--- config.mk ---
export PLATFORM = sky130hd
export DESIGN_NAME = rr_psel_multi
export DESIGN_NICKNAME = d
export VERILOG_FILES = /design/src/rtl/rr_psel_pkg.sv /design/src/rtl/rr_first_sel.sv /design/src/rtl/rr_psel_multi.sv
export SDC_FILE = /design/constraint.sdc
export NUM_CORES = 1
export LEC_CHECK = 0
export BUFFER_PORTS_ARGS = -buffer_cell sky130_fd_sc_hd__buf_2
export CAP_MARGIN = 20
export CORE_ASPECT_RATIO = 1.75
export CORE_MARGIN = 2
export CORE_UTILIZATION = 55
export CTS_CLUSTER_SIZE = 12
export DETAILED_ROUTE_END_ITERATION = 8
export PLACE_DENSITY_LB_ADDON = 0.2
export SYNTH_ARGS = -nofsm -noshare
export SYNTH_HDL_FRONTEND = slang
export SYNTH_HIERARCHICAL = 1
export SYNTH_SLANG_ARGS = --single-unit
--- constraint.sdc ---
create_clock -name clock -period 12 [get_ports clock]
set_input_delay 2.4 -clock clock [delete_from_list [all_inputs] [get_ports clock]]
set_output_delay 2.4 -clock clock [all_outputs]
set_load 0.02 [all_outputs]
--- src/rtl/rr_psel_pkg.sv ---
`default_nettype none
// ============================================================================
// Module      : rr_psel_pkg
// Description : Shared types and helpers for the multi-grant round-robin
//               selector (slot record, wrapped increment, one-hot decode).
// Revision    : 1.0 - initial release
// ============================================================================
package rr_psel_pkg;

    localparam int c_max_width = 256;
    localparam int c_max_idx_w = 8;

    // Held grant for one slot; idx is sized for the largest supported WIDTH.
    typedef struct packed {
        logic                   valid;
        logic [c_max_idx_w-1:0] idx;
    } slot_t;

    function automatic int unsigned wrap_inc(input int unsigned p, input int unsigned w);
        return (p + 32'd1 >= w) ? 32'd0 : p + 32'd1;
    endfunction

    function automatic int unsigned onehot_to_idx(input logic [c_max_width-1:0] oh);
        int unsigned r;
        r = 32'd0;
        for (int unsigned i = 0; i < c_max_width; i++) begin
            if (oh[i]) begin
                r = r | i;
            end
        end
        return r;
    endfunction

endpackage : rr_psel_pkg
`default_nettype wire

--- src/rtl/rr_first_sel.sv ---
`default_nettype none
// ============================================================================
// Module      : rr_first_sel
// Description : Combinational circular first-set finder starting at 'start'.
// Revision    : 1.0 - initial release
// ============================================================================
module rr_first_sel
    import rr_psel_pkg::*;
#(
    parameter int WIDTH = 8,
    parameter int IDX_W = $clog2(WIDTH)
) (
    input  logic [WIDTH-1:0] mask,
    input  logic [IDX_W-1:0] start,
    output logic [WIDTH-1:0] onehot,
    output logic [IDX_W-1:0] idx,
    output logic             found
);

    always_comb begin
        logic [IDX_W-1:0] p;
        p      = start;
        onehot = '0;
        found  = 1'b0;
        for (int i = 0; i < WIDTH; i++) begin
            if (!found && mask[p]) begin
                onehot[p] = 1'b1;
                found     = 1'b1;
            end
            p = IDX_W'(wrap_inc(32'(p), WIDTH));
        end
        idx = IDX_W'(onehot_to_idx(c_max_width'(onehot)));
    end

endmodule : rr_first_sel
`default_nettype wire

--- src/rtl/rr_psel_multi.sv ---
`default_nettype none
// ============================================================================
// Module      : rr_psel_multi
// Description : Registered multi-grant round-robin selector with per-slot
//               valid/ready hold. Optional aging: define RR_PSEL_AGING_EN.
// Revision    : 1.0 - initial release
// ============================================================================
module rr_psel_multi
    import rr_psel_pkg::*;
#(
    parameter  int WIDTH     = 8,
    parameter  int REQS      = 2,
    parameter  int AGE_LIMIT = 15,
    localparam int IDX_W     = $clog2(WIDTH)
) (
    input  logic                    clock,
    input  logic                    reset,
    input  logic [WIDTH-1:0]        req,
    input  logic [REQS-1:0]         gnt_ready,
    output logic [REQS-1:0]         gnt_valid,
    output logic [REQS*IDX_W-1:0]   gnt_idx,
    output logic [REQS*WIDTH-1:0]   gnt_bus,
    output logic [WIDTH-1:0]        gnt,
    output logic [WIDTH-1:0]        gnt_fire,
    output logic                    empty,
    output logic [IDX_W-1:0]        ptr
);

    slot_t [REQS-1:0]  r_slot;
    slot_t [REQS-1:0]  w_nxt_slot;
    logic [IDX_W-1:0]  r_ptr;

    logic [REQS-1:0]   w_free;
    logic [WIDTH-1:0]  w_held;
    logic [WIDTH-1:0]  w_fire;
    logic [WIDTH-1:0]  w_elig;
    logic [WIDTH-1:0]  w_aged;
    logic [WIDTH-1:0]  w_new_oh;
    logic              w_any_new;
    logic [IDX_W-1:0]  w_last_idx;
    logic [IDX_W:0]    w_ptr_ext;
    logic [IDX_W-1:0]  w_ptr_nxt;

    logic [WIDTH-1:0]  w_taken     [REQS];
    logic [WIDTH-1:0]  w_stage_msk [REQS];
    logic [WIDTH-1:0]  w_pick_oh   [REQS];
    logic [IDX_W-1:0]  w_pick_idx  [REQS];
    logic [REQS-1:0]   w_pick_found;

    // Upper idx bits of the shared slot record are never populated here.
    logic              w_unused_slot;
    assign w_unused_slot = ^r_slot;

    // Held includes slots firing this cycle so a fired requester is not re-granted.
    always_comb begin
        w_held = '0;
        w_fire = '0;
        for (int k = 0; k < REQS; k++) begin
            if (r_slot[k].valid) begin
                w_held[r_slot[k].idx[IDX_W-1:0]] = 1'b1;
                if (gnt_ready[k]) begin
                    w_fire[r_slot[k].idx[IDX_W-1:0]] = 1'b1;
                end
            end
        end
    end

    assign w_elig = req & ~w_held;

    for (genvar k = 0; k < REQS; k++) begin : g_slot
        assign w_free[k]                  = ~r_slot[k].valid | gnt_ready[k];
        assign gnt_valid[k]               = r_slot[k].valid;
        assign gnt_idx[k*IDX_W +: IDX_W]  = r_slot[k].idx[IDX_W-1:0];
        assign gnt_bus[k*WIDTH +: WIDTH]  = r_slot[k].valid
                                          ? (WIDTH'(1) << r_slot[k].idx[IDX_W-1:0])
                                          : '0;
    end

    // Each stage scans aged requesters first, then falls back to all eligible.
    for (genvar n = 0; n < REQS; n++) begin : g_stage
        if (n == 0) begin : g_first
            assign w_taken[n] = '0;
        end else begin : g_next
            assign w_taken[n] = w_taken[n-1] | w_pick_oh[n-1];
        end

        assign w_stage_msk[n] = (|(w_aged & ~w_taken[n])) ? (w_aged & ~w_taken[n])
                                                          : (w_elig & ~w_taken[n]);

        rr_first_sel #(
            .WIDTH  (WIDTH),
            .IDX_W  (IDX_W)
        ) u_first_sel (
            .mask   (w_stage_msk[n]),
            .start  (r_ptr),
            .onehot (w_pick_oh[n]),
            .idx    (w_pick_idx[n]),
            .found  (w_pick_found[n])
        );
    end

    // n-th pick lands in the n-th free slot, in ascending slot order.
    always_comb begin
        int rank;
        rank       = 0;
        w_nxt_slot = r_slot;
        w_new_oh   = '0;
        w_any_new  = 1'b0;
        w_last_idx = '0;
        for (int k = 0; k < REQS; k++) begin
            if (w_free[k]) begin
                w_nxt_slot[k].valid = 1'b0;
                w_nxt_slot[k].idx   = '0;
                for (int n = 0; n < REQS; n++) begin
                    if (n == rank && w_pick_found[n]) begin
                        w_nxt_slot[k].valid = 1'b1;
                        w_nxt_slot[k].idx   = c_max_idx_w'(w_pick_idx[n]);
                        w_new_oh            = w_new_oh | w_pick_oh[n];
                        w_any_new           = 1'b1;
                        w_last_idx          = w_pick_idx[n];
                    end
                end
                rank = rank + 1;
            end
        end
    end

    // Explicit wrap so non-power-of-two WIDTH works.
    assign w_ptr_ext = {1'b0, w_last_idx} + 1'b1;
    assign w_ptr_nxt = (w_ptr_ext >= (IDX_W+1)'(WIDTH)) ? '0 : w_ptr_ext[IDX_W-1:0];

    always_ff @(posedge clock or negedge reset) begin
        if (!reset) begin
            r_slot <= '0;
            r_ptr  <= '0;
        end else begin
            r_slot <= w_nxt_slot;
            if (w_any_new) begin
                r_ptr <= w_ptr_nxt;
            end
        end
    end

`ifdef RR_PSEL_AGING_EN
    localparam int                 c_age_w   = $clog2(AGE_LIMIT + 1);
    localparam logic [c_age_w-1:0] c_age_max = c_age_w'(AGE_LIMIT);

    logic [c_age_w-1:0] r_age [WIDTH];

    always_ff @(posedge clock or negedge reset) begin
        if (!reset) begin
            for (int i = 0; i < WIDTH; i++) begin
                r_age[i] <= '0;
            end
        end else begin
            for (int i = 0; i < WIDTH; i++) begin
                if (!req[i] || w_new_oh[i]) begin
                    r_age[i] <= '0;
                end else if (w_elig[i] && r_age[i] != c_age_max) begin
                    r_age[i] <= r_age[i] + 1'b1;
                end
            end
        end
    end

    always_comb begin
        w_aged = '0;
        for (int i = 0; i < WIDTH; i++) begin
            w_aged[i] = w_elig[i] & (r_age[i] == c_age_max);
        end
    end
`else
    localparam int c_unused_age_limit = AGE_LIMIT;
    assign w_aged = '0;
`endif

    assign gnt      = w_held;
    assign gnt_fire = w_fire;
    assign empty    = ~|req;
    assign ptr      = r_ptr;

endmodule : rr_psel_multi
`default_nettype wire

==> results of run 1 <==
## worst register-to-register path, delay by kind of cell (launching register included)
family	cells	cell delay [ns]
and+or+nand+nor	9	2.02
buffers and inverters	5	1.31
DFF	1	0.34
adders and majority gates	5	1.94
muxes	6	1.70
AOI/OAI and AO/OA	5	1.36
## per-layer routing
metal	global-route usage, %	vias to the layer above
li1	-	1598
met1	30.4	1629
met2	58.3	110
met3	1.78	45
met4	16.7	0
met5	0	-
## sequential cells by signal, summed over array words and instances (netlist names)
name       cells
gnt_idx        6
ptr            3
gnt_valid      2
## through the flow
step	utilization [%]	hold WS, ns
floorplan	-	0.606
global placement	60.6	0.537
detailed placement	60.6	0.563
CTS	61.4	0.574
global route	61.5	0.602
finish	61.5	0.552
## area by class of cell
type	instances	area share [%]
Inverter	34	3.53
Multi-Input combinational cell	340	76.5
Timing Repair Buffer	59	8.38
Clock buffer	4	1.25
Tap cell	78	2.70
Sequential cell	11	7.65
## worst max-delay path by stage
| stage | start | end | cells after the start | slack (ns) |
|---|---|---|---|---|
| after floorplan | req[3] | ptr[1] | 24 | 4.66 |
| after global placement | req[3] | ptr[1] | 23 | 3.53 |
| after detailed placement | ptr[0] | ptr[1] | 30 | 3.35 |
| after CTS | ptr[0] | ptr[1] | 30 | 3.35 |
| after global routing | ptr[0] | ptr[1] | 30 | 2.75 |
| final | ptr[0] | ptr[1] | 30 | 3.22 |
==> impl_metrics.py, run 1 <==
metrics = {
    "status": {
        "outcome": "finished clean",
    },
    "min_path": {
        "hold_path_depth": 2,
        "hold_start": "gnt_idx[0]",
        "hold_path_class": "reg2reg",
        "hold_end": "gnt_idx[0]",
    },
    "critical_path": {
        "arrival_ns": 8.89,
        "r2r_cells": 30,
        "rr_startpoint": "ptr[0]",
        "crit_required_ns": 12.11,
        "cp-end-kind": "register",
        "cpPeakStageDelay_ns": 0.73,
        "cp-start-kind": "register",
        "critPathMaxFanout": 55,
        "regToRegEndpoint": "ptr[1]",
        "cp_top_family": "simple AND/OR/NAND/NOR gates",
        "cpMaxStageDelayCell": "ha_1",
        "worst-path-buf-inv": 5,
        "cpMostUsedCell": "ha_1",
        "rrSetupSlack_ns": 3.22,
        "critPathKind": "reg2reg",
    },
    "die": {
        "die_y_microns": 107,
        "ios": 56,
        "die_area_sq_um": 6720,
        "initial_core_util_pct": 56.6,
        "core_area_sq_um": 5880,
        "row_count": 37,
        "die_x_microns": 62.8,
    },
    "timing": {
        "fin_skew_ns": 0.000712,
        "min_period_ns": 8.78,
        "setup_ws_ns": 3.22,
        "rsz0062_at_grt": "no",
        "slew_violations": 0,
        "setup_viol": 0,
        "finalHoldViolCount": 0,
        "tns_ns": 0,
        "tightest_slew_ns": 0.664,
        "fmax_mhz": 114,
        "relSlewSlack_pct": 55.7,
        "min_period_over_period_pct": 73.2,
    },
    "flow_run": {
        "max_cap_viol_count": 0,
    },
    "logic_synthesis": {
        "syn_area_sq_um": 3330,
        "synth_fp_nets": 440,
        "syn_inst": 404,
        "avgSynthCellArea_sq_um": 8.24,
        "ys_warn_count": 6,
    },
    "final_layout": {
        "final_area_sq_um": 3610,
        "fill_cells": 549,
        "final_cells": 526,
        "drive_gt1_share_pct": 27.9,
        "nNetsFinal": 485,
        "sequential_cell_area_sq_um": 277,
        "layout_commonest_cell": "buf_2",
        "area_delta_synth_final_pct": 8.57,
        "mostFrequentLayoutCells": "buf_2 (55), nor2_1 (39), nand2_1 (36)",
        "multi_input_area_sq_um": 2770,
        "antennaDiodeCount": 0,
    },
    "clock_network": {
        "cts_tree": "yes",
        "cts-root-buf": "clkbuf_8",
        "ctsResizeCount": 0,
        "path_clk_slew_ns": 0.05,
        "cts_buffers": 3,
        "clockBufferDepth": 2,
        "post_cts_buffers": 0,
        "clock_latency_ns": 0.23,
        "h-tree-depth": 1,
        "ctsHoldBuffers": 0,
        "cts.sinks": 11,
    },
    "route": {
        "wl_met1_microns": 3550,
        "routedWlPerCell_microns": 18.8,
        "met2_length_microns": 5500,
        "antenna_left": 0,
        "routed.top_layer": "met4",
        "num_vias": 3382,
        "drtIter0Drc": 313,
        "dr.pass1.iters": 5,
        "drt-total-wl_microns": 9890,
        "drcViolationCount": 0,
        "avgViaCountPerCell": 6.43,
        "met3_length_microns": 278,
    },
    "placed_design": {
        "place.gp.congestion": 0.982,
        "dp_hpwl_microns": 8010,
        "numPortBuffers": 55,
        "placed_cell_area_sq_um": 3560,
        "place_ws_ns": 3.35,
        "place_inst": 521,
    },
    "global_route": {
        "grt_max_degree": 56,
        "antenna_found_initial": 0,
        "gr-total-overflow": 0,
        "grt_pass1_wl_microns": 16000,
        "grt_pass1_vias": 3354,
        "grt_usage_pct": 29.7,
    },
}
Power of run 1 is not shown: default switching activity piles up to over one toggle a cycle in this logic, so the estimate is an artifact.
==> run 2: changes to the inputs <==
--- a/config.mk
+++ b/config.mk
@@ -9,7 +9,7 @@
 export CAP_MARGIN = 20
 export CORE_ASPECT_RATIO = 1.75
 export CORE_MARGIN = 2
-export CORE_UTILIZATION = 55
+export CORE_UTILIZATION = 53
 export CTS_CLUSTER_SIZE = 12
 export DETAILED_ROUTE_END_ITERATION = 8
 export PLACE_DENSITY_LB_ADDON = 0.2
==> constraint.sdc (replaced) <==
create_clock -name clock -period 7.6 [get_ports clock]
set_input_delay 1.52 -clock clock [delete_from_list [all_inputs] [get_ports clock]]
set_output_delay 1.52 -clock clock [all_outputs]
set_load 0.02 [all_outputs]
==> run 2 against run 1 <==
Clock skew up 0.0039 ns. Sequential cell count unchanged. Count of clock-buffer cells in the layout down 1. Core utilization down 0.91 points. Register-to-register slack worse by 2.9 ns. Design area up 2.8%. Worst setup slack worse by 2.9 ns. Routed wire length up 1.5%. Via count down 0.24%. Critical endpoint unchanged. Highest routed layer unchanged.
==> impl_metrics.py, run 2 (synthesis results as in run 1) <==
metrics = {
    "global_route": {
        "grt_pass1_wl_microns": 15800,
        "grt_pass1_vias": 3244,
        "gr-total-overflow": 0,
        "grt_usage_pct": 28.5,
        "grt_max_degree": 35,
        "antenna_found_initial": 0,
    },
    "clock_network": {
        "path_clk_slew_ns": 0.06,
        "cts_tree": "yes",
        "cts-root-buf": "clkbuf_8",
        "cts.sinks": 11,
        "clockBufferDepth": 2,
        "h-tree-depth": 1,
        "cts_buffers": 3,
        "clock_latency_ns": 0.24,
    },
    "route": {
        "routedWlPerCell_microns": 18.6,
        "drcViolationCount": 0,
        "num_vias": 3374,
        "avgViaCountPerCell": 6.27,
        "drtIter0Drc": 395,
        "dr.pass1.iters": 5,
        "antenna_left": 0,
        "drt-total-wl_microns": 10000,
    },
    "final_layout": {
        "mostFrequentLayoutCells": "buf_2 (55), nor2_1 (39), nand2_1 (36)",
        "largest_reg_flops": 6,
        "drive_gt1_share_pct": 31.0,
        "area_delta_synth_final_pct": 11.6,
        "antennaDiodeCount": 0,
        "layout_commonest_cell": "buf_2",
        "sequential_cell_area_sq_um": 277,
        "nNetsFinal": 495,
        "multi_input_area_sq_um": 2780,
        "fill_cells": 556,
        "fin_util_pct": 60.6,
    },
    "critical_path": {
        "cpMaxStageDelayCell": "dfrtp_2",
        "arrival_ns": 7.41,
        "cp-end-kind": "register",
        "critPathMaxFanout": 12,
        "rrSetupSlack_ns": 0.32,
        "cpPeakStageDelay_ns": 0.46,
        "crit_required_ns": 7.73,
        "worst-path-buf-inv": 4,
        "cp_top_family": "compound AO/OA/AOI/OAI gates",
        "critPathKind": "reg2reg",
        "cp-start-kind": "register",
    },
    "timing": {
        "tns_ns": 0,
        "fin_skew_ns": 0.00457,
        "tightest_slew_ns": 0.650,
        "slew_violations": 0,
        "fmax_mhz": 137,
        "setup_viol": 0,
        "relSlewSlack_pct": 56.5,
        "min_period_over_period_pct": 95.8,
        "finalHoldViolCount": 0,
        "min_period_ns": 7.28,
    },
    "flow_run": {
        "max_cap_viol_count": 0,
    },
    "die": {
        "die_y_microns": 109,
        "initial_core_util_pct": 54.3,
        "die_area_sq_um": 6960,
        "ios": 56,
        "row_count": 38,
        "die_x_microns": 63.9,
        "core_area_sq_um": 6130,
    },
    "placed_design": {
        "dp_hpwl_microns": 8160,
        "place.gp.congestion": 1.02,
        "numPortBuffers": 55,
    },
    "status": {
        "outcome": "finished clean",
    },
    "min_path": {
        "hold_path_class": "reg2reg",
    },
}
-- run 2: through the flow --
stage	hold WS, ns	setup WS, ns	cell area, sq um	cells
after floorplan	0.606	0.291	3330	404
after global placement	0.532	-0.0743	3630	531
after detailed placement	0.541	-0.138	3630	531
after CTS	0.555	0.0121	3680	535
after global routing	0.580	-0.0236	3710	538
final	0.546	0.318	3710	538
-- run 2: layout make-up --
type / count / share of cell area (%)
multi-input combinational: 340 / 74.9
timing repair buffer: 69 / 10.2
sequential: 11 / 7.44
inverter: 34 / 3.44
tap: 80 / 2.69
clock buffer: 3 / 1.11
clock inverter: 1 / 0.135
-- run 2: repair_timing --
| item | 4_1_cts | 5_1_grt |
|---|---|---|
| pin swaps | 0 | 4 |
| setup endpoints to repair | 1 | 2 |
| hold endpoints to repair | 0 | 0 |
| hold buffers | 0 | 0 |
| buffers inserted | 0 | 3 |
| resized for setup | 2 | 4 |
-- run 2: layer usage --
metal | vias up | wire, microns | GRT usage (%)
met1 | 1599 | 3620 | 29.8
li1 | 1615 | - | -
met4 | 0 | 559 | 16.8
met5 | - | 0 | 0
met2 | 116 | 5570 | 54.6
met3 | 44 | 286 | 1.86
-- run 2: final timing paths --
path                            cells after the start  startpoint         end
worst max-delay path                               31      ptr[0]      ptr[1]
worst min-delay path                                2  gnt_idx[0]  gnt_idx[0]
worst max register to register                     31      ptr[0]      ptr[1]
worst min register to register                      2  gnt_idx[0]  gnt_idx[0]
max in group asynchronous                           1       reset      ptr[0]
min in group asynchronous                           1       reset  gnt_idx[3]
-- run 2: tightest hold or removal path, cell delays in order (launching register included) --
cell and delay (ns):
dfrtp_1 0.39, nand2_1 0.06, o21ai_0 0.06
Power of run 2 is left out for the same reason.
==> run 3: changes to the inputs <==
--- a/config.mk
+++ b/config.mk
@@ -9,10 +9,11 @@
 export CAP_MARGIN = 20
 export CORE_ASPECT_RATIO = 1.75
 export CORE_MARGIN = 2
-export CORE_UTILIZATION = 53
+export CORE_UTILIZATION = 55
 export CTS_CLUSTER_SIZE = 12
 export DETAILED_ROUTE_END_ITERATION = 8
 export PLACE_DENSITY_LB_ADDON = 0.2
+export REMOVE_ABC_BUFFERS = 1
 export SYNTH_ARGS = -nofsm -noshare
 export SYNTH_HDL_FRONTEND = slang
 export SYNTH_HIERARCHICAL = 1
==> constraint.sdc (replaced) <==
create_clock -name clock -period 8.2 [get_ports clock]
set_input_delay 1.64 -clock clock [delete_from_list [all_inputs] [get_ports clock]]
set_output_delay 1.64 -clock clock [all_outputs]
set_load 0.02 [all_outputs]
==> run 3 against run 2 <==
Core utilization is 1.7 points higher. Worst setup slack better by 0.17 ns. Largest cell class unchanged. Die area is 3.5% lower. Clock skew is 0.0012 ns higher. Routed wire length is 4.6% higher. Critical path depth is 1 lower. Hold slack worse by 0.0079 ns. Non-clock buffer count is 7 lower. Global-route usage is 3.3 points higher. First-iteration DRC count is 53% lower. Highest routed layer unchanged.
==> impl_metrics.py, run 3 (synthesis results as in run 1) <==
metrics = {
    "global_route": {
        "grt_pass1_wl_microns": 16900,
        "antenna_found_initial": 0,
        "grt_usage_pct": 31.8,
        "gr-total-overflow": 0,
        "grt_pass1_vias": 3433,
        "grt_max_degree": 40,
    },
    "die": {
        "row_count": 37,
        "die_y_microns": 107,
        "die_area_sq_um": 6720,
        "ios": 56,
        "initial_core_util_pct": 56.6,
        "die_x_microns": 62.8,
        "core_area_sq_um": 5880,
    },
    "clock_network": {
        "clock_latency_ns": 0.24,
        "cts-root-buf": "clkbuf_8",
        "cts_tree": "yes",
        "ctsHoldBuffers": 0,
        "cts.sinks": 11,
        "cts_buffers": 3,
        "h-tree-depth": 1,
        "path_clk_slew_ns": 0.05,
        "clockBufferDepth": 2,
    },
    "final_layout": {
        "largest_reg_flops": 6,
        "multi_input_area_sq_um": 2790,
        "area_delta_synth_final_pct": 10.0,
        "layout_commonest_cell": "buf_2",
        "drive_gt1_share_pct": 29.3,
        "fill_cells": 562,
        "sequential_cell_area_sq_um": 278,
        "antennaDiodeCount": 0,
        "nNetsFinal": 488,
        "mostFrequentLayoutCells": "buf_2 (55), nor2_1 (39), nand2_1 (36)",
    },
    "critical_path": {
        "cpMostUsedCell": "ha_1",
        "rrSetupSlack_ns": 0.48,
        "rr_startpoint": "ptr[0]",
        "cp-start-kind": "register",
        "cpMaxStageDelayCell": "dfrtp_2",
        "critPathMaxFanout": 17,
        "regToRegEndpoint": "ptr[1]",
        "arrival_ns": 7.84,
        "cpPeakStageDelay_ns": 0.52,
        "critPathKind": "reg2reg",
        "r2r_cells": 30,
        "crit_end": "ptr[1]",
        "cp-startpoint": "ptr[0]",
        "crit_required_ns": 8.32,
        "cp-end-kind": "register",
    },
    "timing": {
        "slew_violations": 0,
        "tns_ns": 0,
        "fmax_mhz": 130,
        "min_period_over_period_pct": 94.1,
        "setup_viol": 0,
        "fin_skew_ns": 0.00572,
        "tightest_slew_ns": 0.644,
        "min_period_ns": 7.72,
        "relSlewSlack_pct": 56.9,
        "finalHoldViolCount": 0,
    },
    "placed_design": {
        "dp_hpwl_microns": 8390,
        "numPortBuffers": 55,
        "place.gp.congestion": 0.973,
    },
    "route": {
        "dr.pass1.iters": 4,
        "routedWlPerCell_microns": 19.8,
        "avgViaCountPerCell": 6.49,
        "antenna_left": 0,
        "drtIter0Drc": 184,
        "drcViolationCount": 0,
        "drt-total-wl_microns": 10500,
        "num_vias": 3435,
    },
    "status": {
        "outcome": "finished clean",
    },
    "flow_run": {
        "max_cap_viol_count": 0,
    },
    "min_path": {
        "hold_path_class": "reg2reg",
    },
}
==> run 3: worst min path at each step <==
stage,start,to,slack (ns),cells after the start
2_1_floorplan,gnt_idx[0],gnt_idx[0],0.62,2
3_3_place_gp,gnt_idx[0],gnt_idx[0],0.52,2
3_5_place_dp,gnt_idx[0],gnt_idx[0],0.53,2
4_1_cts,gnt_idx[0],gnt_idx[0],0.54,2
5_1_grt,gnt_idx[0],gnt_idx[0],0.59,2
6_report,gnt_idx[0],gnt_idx[0],0.54,2
==> run 3: routing by layer <==
metal / vias to the layer above / global-route usage (%) / wire, microns / share of wire (%)
met5: - / 0 / 0 / 0
met4: 0 / 17.9 / 598 / 5.7
met3: 45 / 2.20 / 460 / 4.4
met2: 158 / 62.5 / 5670 / 54
met1: 1632 / 32.3 / 3770 / 36
li1: 1600 / - / - / -
==> run 3: critical path, delay by kind of cell, from the launching register on <==
| family | cells | cell delay [ns] |
|---|---|---|
| buf+inv | 3 | 0.41 |
| mux | 6 | 1.69 |
| simple gates | 9 | 1.59 |
| fa+ha+maj | 5 | 1.54 |
| flops | 1 | 0.52 |
| compound gates | 7 | 1.84 |
==> run 3: through the flow <==
stage	util (%)	hold WS, ns	instances	setup WS, ns	instance area (sq um)
final	62.3	0.538	529	0.484	3660
after global routing	62.3	0.591	529	-0.00923	3660
after CTS	61.7	0.540	527	0.162	3620
after detailed placement	60.9	0.530	523	0.214	3580
after global placement	60.9	0.523	523	0.369	3580
after floorplan	-	0.618	385	-0.511	3170
==> run 3: timing repair <==
action                                  CTS  global route
buffers inserted                          0             2
endpoints found under the setup margin    0             3
gates resized for setup                   0             5
==> run 3: layout make-up <==
class,count,share of cell area [%]
sequential,11,7.58
tap,78,2.66
inverter,34,3.48
clock buffer,4,1.23
timing repair buffer,62,8.95
multi-input combinational,340,76.1
Power of run 3 is left out for the same reason.
